[src/rtl/mem_arbiter.sv]
// mem_arbiter: arbitrates an instruction-fetch port (p0, read-only) and a
// data load/store port (p1) onto one single-port synchronous memory.
// Every transaction takes IDLE -> ACCESS -> RESP. Requests are accepted only
// in IDLE, the memory is driven in ACCESS, and the response pulses in RESP.
// Optional feature macro: MEM_ARBITER_RR_EN selects round-robin arbitration.
// Without it, port 1 has fixed priority.
module mem_arbiter #(
  parameter int DEPTH = 256
) (
  input  logic        clk,
  input  logic        rst_n,
  input  logic        p0_req_valid,
  output logic        p0_req_ready,
  input  logic [31:0] p0_addr,
  input  logic        p1_req_valid,
  output logic        p1_req_ready,
  input  logic        p1_we,
  input  logic [31:0] p1_addr,
  input  logic [31:0] p1_wdata,
  output logic        p0_resp_valid,
  output logic        p1_resp_valid,
  output logic [31:0] resp_rdata,
  output logic        resp_err,
  output logic        mem_write_enable,
  output logic [31:0] mem_address,
  output logic [31:0] mem_write_data,
  input  logic [31:0] mem_read_data
);

  typedef enum logic [1:0] {
    IDLE   = 2'd0,
    ACCESS = 2'd1,
    RESP   = 2'd2
  } state_t;

  state_t      state_q, state_d;
  logic        port_q, port_d;          // owner of the current transaction, 1 = port 1
  logic        err_q, err_d;            // current transaction is out of range
  logic        p0_resp_valid_q, p0_resp_valid_d;
  logic        p1_resp_valid_q, p1_resp_valid_d;
  logic        resp_err_q, resp_err_d;
  logic        mem_we_q, mem_we_d;
  logic [31:0] mem_addr_q, mem_addr_d;
  logic [31:0] mem_wdata_q, mem_wdata_d;

  logic        gnt1;
  logic        accept;
  logic [31:0] sel_addr;
  logic        sel_in_range;

`ifdef MEM_ARBITER_RR_EN
  logic        last_grant_q, last_grant_d;  // 1 = port 1 was granted last

  // Round robin: on contention the port not granted last wins; a sole requester always wins
  always_comb begin
    gnt1 = p1_req_valid & (~p0_req_valid | ~last_grant_q);
  end
`else
  // Fixed priority: port 1 wins whenever it requests
  always_comb begin
    gnt1 = p1_req_valid;
  end
`endif

  // Readies are gated by rst_n so nothing is handshaked while reset is held
  assign accept       = rst_n & (state_q == IDLE) & (p0_req_valid | p1_req_valid);
  assign p1_req_ready = accept & gnt1;
  assign p0_req_ready = accept & ~gnt1;
  assign sel_addr     = gnt1 ? p1_addr : p0_addr;
  assign sel_in_range = (sel_addr < 32'(DEPTH));

  // Next-state and next-output logic for the three-phase transaction
  always_comb begin
    state_d         = state_q;
    port_d          = port_q;
    err_d           = err_q;
    p0_resp_valid_d = 1'b0;
    p1_resp_valid_d = 1'b0;
    resp_err_d      = 1'b0;
    mem_we_d        = 1'b0;
    mem_addr_d      = mem_addr_q;
    mem_wdata_d     = mem_wdata_q;
`ifdef MEM_ARBITER_RR_EN
    last_grant_d    = last_grant_q;
`endif
    case (state_q)
      IDLE: begin
        if (accept) begin
          state_d    = ACCESS;
          port_d     = gnt1;
          err_d      = ~sel_in_range;
          mem_addr_d = sel_addr;
          if (gnt1) begin
            mem_wdata_d = p1_wdata;
          end
          // Out-of-range writes never reach the memory
          mem_we_d   = gnt1 & p1_we & sel_in_range;
`ifdef MEM_ARBITER_RR_EN
          last_grant_d = gnt1;
`endif
        end
      end
      ACCESS: begin
        state_d         = RESP;
        p0_resp_valid_d = ~port_q;
        p1_resp_valid_d = port_q;
        resp_err_d      = err_q;
      end
      RESP: begin
        state_d = IDLE;
      end
      default: begin
        state_d = IDLE;
      end
    endcase
  end

  // State and registered outputs; async reset aborts any transaction in flight
  always_ff @(posedge clk or negedge rst_n) begin
    if (!rst_n) begin
      state_q         <= IDLE;
      port_q          <= 1'b0;
      err_q           <= 1'b0;
      p0_resp_valid_q <= 1'b0;
      p1_resp_valid_q <= 1'b0;
      resp_err_q      <= 1'b0;
      mem_we_q        <= 1'b0;
      mem_addr_q      <= 32'd0;
      mem_wdata_q     <= 32'd0;
`ifdef MEM_ARBITER_RR_EN
      last_grant_q    <= 1'b1;
`endif
    end else begin
      state_q         <= state_d;
      port_q          <= port_d;
      err_q           <= err_d;
      p0_resp_valid_q <= p0_resp_valid_d;
      p1_resp_valid_q <= p1_resp_valid_d;
      resp_err_q      <= resp_err_d;
      mem_we_q        <= mem_we_d;
      mem_addr_q      <= mem_addr_d;
      mem_wdata_q     <= mem_wdata_d;
`ifdef MEM_ARBITER_RR_EN
      last_grant_q    <= last_grant_d;
`endif
    end
  end

  assign p0_resp_valid    = p0_resp_valid_q;
  assign p1_resp_valid    = p1_resp_valid_q;
  assign resp_err         = resp_err_q;
  assign mem_write_enable = mem_we_q;
  assign mem_address      = mem_addr_q;
  assign mem_write_data   = mem_wdata_q;
  // Memory read data lands in RESP; it is forced to zero for out-of-range requests
  assign resp_rdata = ((p0_resp_valid_q | p1_resp_valid_q) & ~resp_err_q) ? mem_read_data : 32'd0;

endmodule
[config.mk]
export PLATFORM = sky130hd
export DESIGN_NAME = mem_arbiter
export DESIGN_NICKNAME = d
export VERILOG_FILES = /design/src/rtl/mem_arbiter.sv
export SDC_FILE = /design/constraint.sdc
export NUM_CORES = 1
export LEC_CHECK = 0
export ABC_AREA = 0
export CORE_ASPECT_RATIO = 0.8
export CORE_MARGIN = 1
export CORE_UTILIZATION = 35
export CTS_CLUSTER_DIAMETER = 30
export DETAILED_ROUTE_END_ITERATION = 12
export PLACE_DENSITY = 0.81
export SLEW_MARGIN = 40
export SYNTH_ARGS = -nofsm -noshare
export SYNTH_HDL_FRONTEND = slang
export SYNTH_SLANG_ARGS = --single-unit
[constraint.sdc]
create_clock -name clk -period 1.7 [get_ports clk]
set_clock_uncertainty 0.05 [all_clocks]
set_input_delay 0.255 -clock clk [delete_from_list [all_inputs] [get_ports clk]]
set_output_delay 0.255 -clock clk [all_outputs]
set_load 0.05 [all_outputs]
== Yosys cells after proc, flatten, opt, wreduce, memory -nomap -nowiden ==
Index checks and enable logic that the tools add are counted.
W data, S select, Z words.

* Magnitude comparators: 1
* Equal/unequal tests: 2
* Muxes and demuxes: 9
* Bitwise logic cells: 13
* Reductions and logical operators: 3

{| class="wikitable"
|+ Operator list
! operator !! count
|-
| $mux W32 || 2
|-
| $lt A32 B9 Y1 const B || 1
|-
| $and A1 B1 Y1 || 7
|-
| $mux W1 || 5
|-
| $not A1 Y1 || 4
|-
| $pmux W2 S2 || 1
|-
| $reduce_and A3 Y1 || 1
|-
| $eq A2 B1 Y1 const B || 1
|-
| $logic_not A2 Y1 || 1
|-
| $mux W2 || 1
|-
| $ne A2 B2 Y1 const B || 1
|-
| $or A1 B1 Y1 || 2
|-
| $reduce_and A2 Y1 || 1
|}

* Register bits after elaboration: 72
* Word-level logic and storage cells: 37

== Longest topological paths before layout ==
* Depth after elaboration: 5
* Gate-level depth with buffers: 7
* Depth with buffers taken out: 5

== Worst setup path before layout ==
OpenSTA, ideal clock, no wires.

* Kind: flip-flop to output port
* From: register state_q[0]
* To: output p0_req_ready
* Arrival: 1668 ps
* Required time: 1395 ps
* Slack: -273 ps
* Stages on the path, launching flop included: 5
* Cells stage by stage: dfrtp_1 -> nor3b_1 -> buf_2 -> nand2_1 -> nor2_1

* Longest elaborated chain between the ends: 4

{| class="wikitable"
|+ Ends and longest elaborated chain
! item !! RTL line !! source
|-
| from (decl) || 36 || <nowiki>state_t state_q, state_d;</nowiki>
|-
| from (signal assigned) || 134 || <nowiki>state_q <= state_d;</nowiki>
|-
| $logic_not A2 Y1 || 66 || <nowiki>assign accept = rst_n & (state_q == IDLE) & (p0_req_valid | p1_req_valid);</nowiki>
|-
| $and A1 B1 Y1 (2 in series) || 66 ||
|-
| $and A1 B1 Y1 || 68 || <nowiki>assign p0_req_ready = accept & ~gnt1;</nowiki>
|-
| to (decl) || 13 || <nowiki>output logic p0_req_ready,</nowiki>
|}

Every way passes these cells.

== Worst setup path in the final report ==
* From: register p0_resp_valid_q (netlist: p0_resp_valid)
* To: output resp_rdata[6]

* Longest elaborated chain between the ends: 3

{| class="wikitable"
|+ Ends and longest elaborated chain
! item !! RTL line !! source
|-
| from (decl) || 39 || <nowiki>logic p0_resp_valid_q, p0_resp_valid_d;</nowiki>
|-
| from (signal assigned) || 137 || <nowiki>p0_resp_valid_q <= p0_resp_valid_d;</nowiki>
|-
| $or A1 B1 Y1 || 156 || <nowiki>assign resp_rdata = ((p0_resp_valid_q | p1_resp_valid_q) & ~resp_err_q) ? mem_read_data : 32'd0;</nowiki>
|-
| $and A1 B1 Y1 || 156 ||
|-
| $mux W32 || 156 ||
|-
| to (decl) || 22 || <nowiki>output logic [31:0] resp_rdata,</nowiki>
|}

Every way passes these cells.

==> out/qor.csv <==
stage,metric,value,unit
die,core_area,0.00904,mm²
layout,final_cells,725,
route,ant_nets,0,
grt,antenna_found_initial,0,
timing,hold_viol,10,
flow_run,maxCapViolCount,0,
synth,synth_top_cell_area_share,0.552,
timing,min_period_over_period,1.02,
critical_path,end_kind,output port,
clocking,cts_tree,done,
die,dieArea,0.00973,mm²
timing,hold_ws,-1.93,ps
clocking,cts_made_buffers,9,
synth,synth_area_leader_cell,dfrtp_1,
layout,layout-drive-gt1-share,0.308,
critical_path,r2r_start,state_q[1],
die,start_util,0.361,
clocking,cts_root_buffer,clkbuf_16,
die,die_w,110,µm
pwr,p_per_area,1250,mW/mm²
die,ios,235,
clocking,clkLatencyLatePin,320,ps
synth,yosys_warnings,0,
layout,n_antenna_cell,0,
clocking,htree_num_levels,3,
placed_design,post-place-ws,-113,ps
timing,min_period,1730,ps
layout,final_nets,738,
route,drt_wl_total,11400,µm
grt,grt_pass1_vias,3269,
route,drt_iter0_markers,138,
synth,ys_types,19,
critical_path,cp-endpoint,resp_rdata[6],
grt,grt_max_degree,73,
critical_path,crit_arrival,1430,ps
pwr,vdd.ir_drop.worst,0.740,mV
timing,setup_viol,26,
route,vias,3513,
critical_path,reg2reg_to,mem_address[15],
route,viasPerCell,4.85,
layout,nFillCells,686,
grt,grt_overflow,0,
critical_path,required,1390,ps
layout,layout-area-overhead-vs-synth,98.3,%
critical_path,worstRegToRegCells,7,
synth,synth_area_per_cell,9.23,µm²
critical_path,crit_path_start_kind,flip-flop,
placed_design,io_buffers,234,
grt,gr-usage-all-layers,0.227,
synth,netlist_area,0.00327,mm²
synth,synth_fp_nets,487,
hold_path,holdCritPathClass,input pin to asynchronous set/reset pin,
synth,synth_seq_cells,72,
synth,yosys-top-cells-area,"dfrtp_1 (55%), nand2_1 (12%), mux2i_1 (7.7%)",
route,post_drt_wl_per_cell,15.8,µm
timing,slew_viol_final,0,
pwr,leakage,3.02,nW
critical_path,path_class,flip-flop to output port,
grt,grt_pass1_wl,16500,µm
timing,tightest_slew,636,ps
placed_design,dp_cells,701,
timing,layout_setup_ws,-30.3,ps
run_status,violations,"hold timing, setup timing",
clocking,path_clk_slew,60,ps
placed_design,gp_congestion,0.849,
pwr,power.total,8.11,mW
critical_path,critical_path_peak_fanout,28,
route,route.detailed.drc,0,
run_status,outcome,"complete, but fails checks",
timing,max_slew_margin,0.576,
route,dr.pass1.iters,5,
timing,grt_setup_unrepaired,true,
clocking,clock-sinks,72,
critical_path,reg2reg_slack,100,ps
clocking,cts_buffer_depth,2,
synth,syn_inst,354,
die,rows,31,
die,die_h,88.4,µm
synth,synth-seq-area-share,0.552,
critical_path,startpoint,p0_resp_valid,
timing,max_freq,0.578,GHz
placed_design,dp_hpwl,8960,µm
-- synth_stat cells --
library cell  number
o21a_1             1
nand2_1          102
dfrtp_1           72
nand4_1            2
nor4_1             9
nor3b_1            1
and4bb_1           1
nor2_1            28
clkbuf_1           8
mux2i_1           25
buf_2             13
a21oi_1           32
o22ai_1           17
nor2b_1            2
o21ai_1            1
inv_2              2
or4_1              3
and2_1            34
a41oi_1            1
-- worst max-delay path, cell delays in order, from the launching register on --
cell and delay (ps):
dfrtp_2 420, nor2_4 130, nor2_4 50, buf_12 150, and2_2 210, buf_12 150
-- repair_timing --
action / CTS / global route
pin swaps: 1 / 2
buffers inserted: 5 / 3
gates resized for setup: 5 / 12
setup endpoints to repair: 34 / 44
hold buffers: 0 / 0
endpoints found under the hold margin: 0 / 0
-- power by group --
part	internal (mW)	leakage, nW	switching (mW)
Combinational	1.38	2.01	2.34
Clock	1.36	0.165	0.692
Sequential	2.10	0.850	0.236
-- cells by family (layout without fill, tap and decap cells) --
| kind of cell | after synthesis | count (layout) | share of synthesized area |
|---|---|---|---|
| flip-flops | 72 | 72 | 0.552 |
| buffers and inverters | 23 | 279 | 0.0314 |
| multiplexers | 25 | 25 | 0.0766 |
| AND/OR/NAND/NOR | 182 | 182 | 0.252 |
| AO/OA/AOI/OAI | 52 | 52 | 0.0881 |
-- how the worst min path moves through the flow --
| stage | from | to | slack, ps |
|---|---|---|---|
| finish | rst_n | resp_err | -2 |
| global route | rst_n | mem_address[3] | 50 |
| CTS | rst_n | resp_err | 20 |
| detailed placement | rst_n | state_q[1] | 360 |
| global placement | port_q | p0_resp_valid | 390 |
| floorplan | rst_n | err_q | -90 |
-- cell type report --
class,count,area [µm²],share of cell area
clock buffers,11,253,0.0390
well taps,115,144,0.0222
flip-flops and latches,72,1800,0.279
repair buffers,261,2740,0.422
clock inverters,5,78.8,0.0122
inverters,2,10.0,0.00155
multi-input cells,259,1450,0.224
-- layout by cell type, fill, tap and decap left out, drive strengths merged --
master / count
clkinv: 3
and2: 34
clkbuf: 11
inv: 2
nor2b: 2
buf: 131
nand2: 102
dfrtp: 72
o21a: 1
nor4: 9
nor3b: 1
o22ai: 17
o21ai: 1
clkdlybuf4s50: 130
a21oi: 32
nor2: 28
or4: 3
and4bb: 1
a41oi: 1
mux2i: 25
nand4: 2
bufinv: 2
-- flip-flops by register name, summed over array words and instances, names as in the netlist --
name	count
state_q	2
p0_resp_valid	1
err_q	1
mem_write_enable	1
resp_err	1
mem_address	32
port_q	1
p1_resp_valid	1
mem_write_data	32
-- metrics by stage --
| stage | setup TNS, ps | hold WS, ps | area (µm²) | util |
|---|---|---|---|---|
| floorplan | 0 | -90.6 | 3310 | - |
| global placement | -203 | 392 | 6040 | 0.668 |
| detailed placement | -234 | 364 | 6040 | 0.668 |
| CTS | -495 | 18.4 | 6420 | 0.711 |
| global route | -1870 | 48.4 | 6480 | 0.717 |
| finish | -627 | -1.93 | 6480 | 0.717 |
-- routing by layer --
layer / GRT usage / up-vias / share of wire
li1: - / 1686 / -
met1: 0.262 / 1667 / 0.39
met2: 0.405 / 141 / 0.50
met3: 0.0626 / 19 / 0.074
met4: 0.0824 / 0 / 0.028
met5: 0 / - / 0
Note: power is estimated with default switching activity, not from simulation.
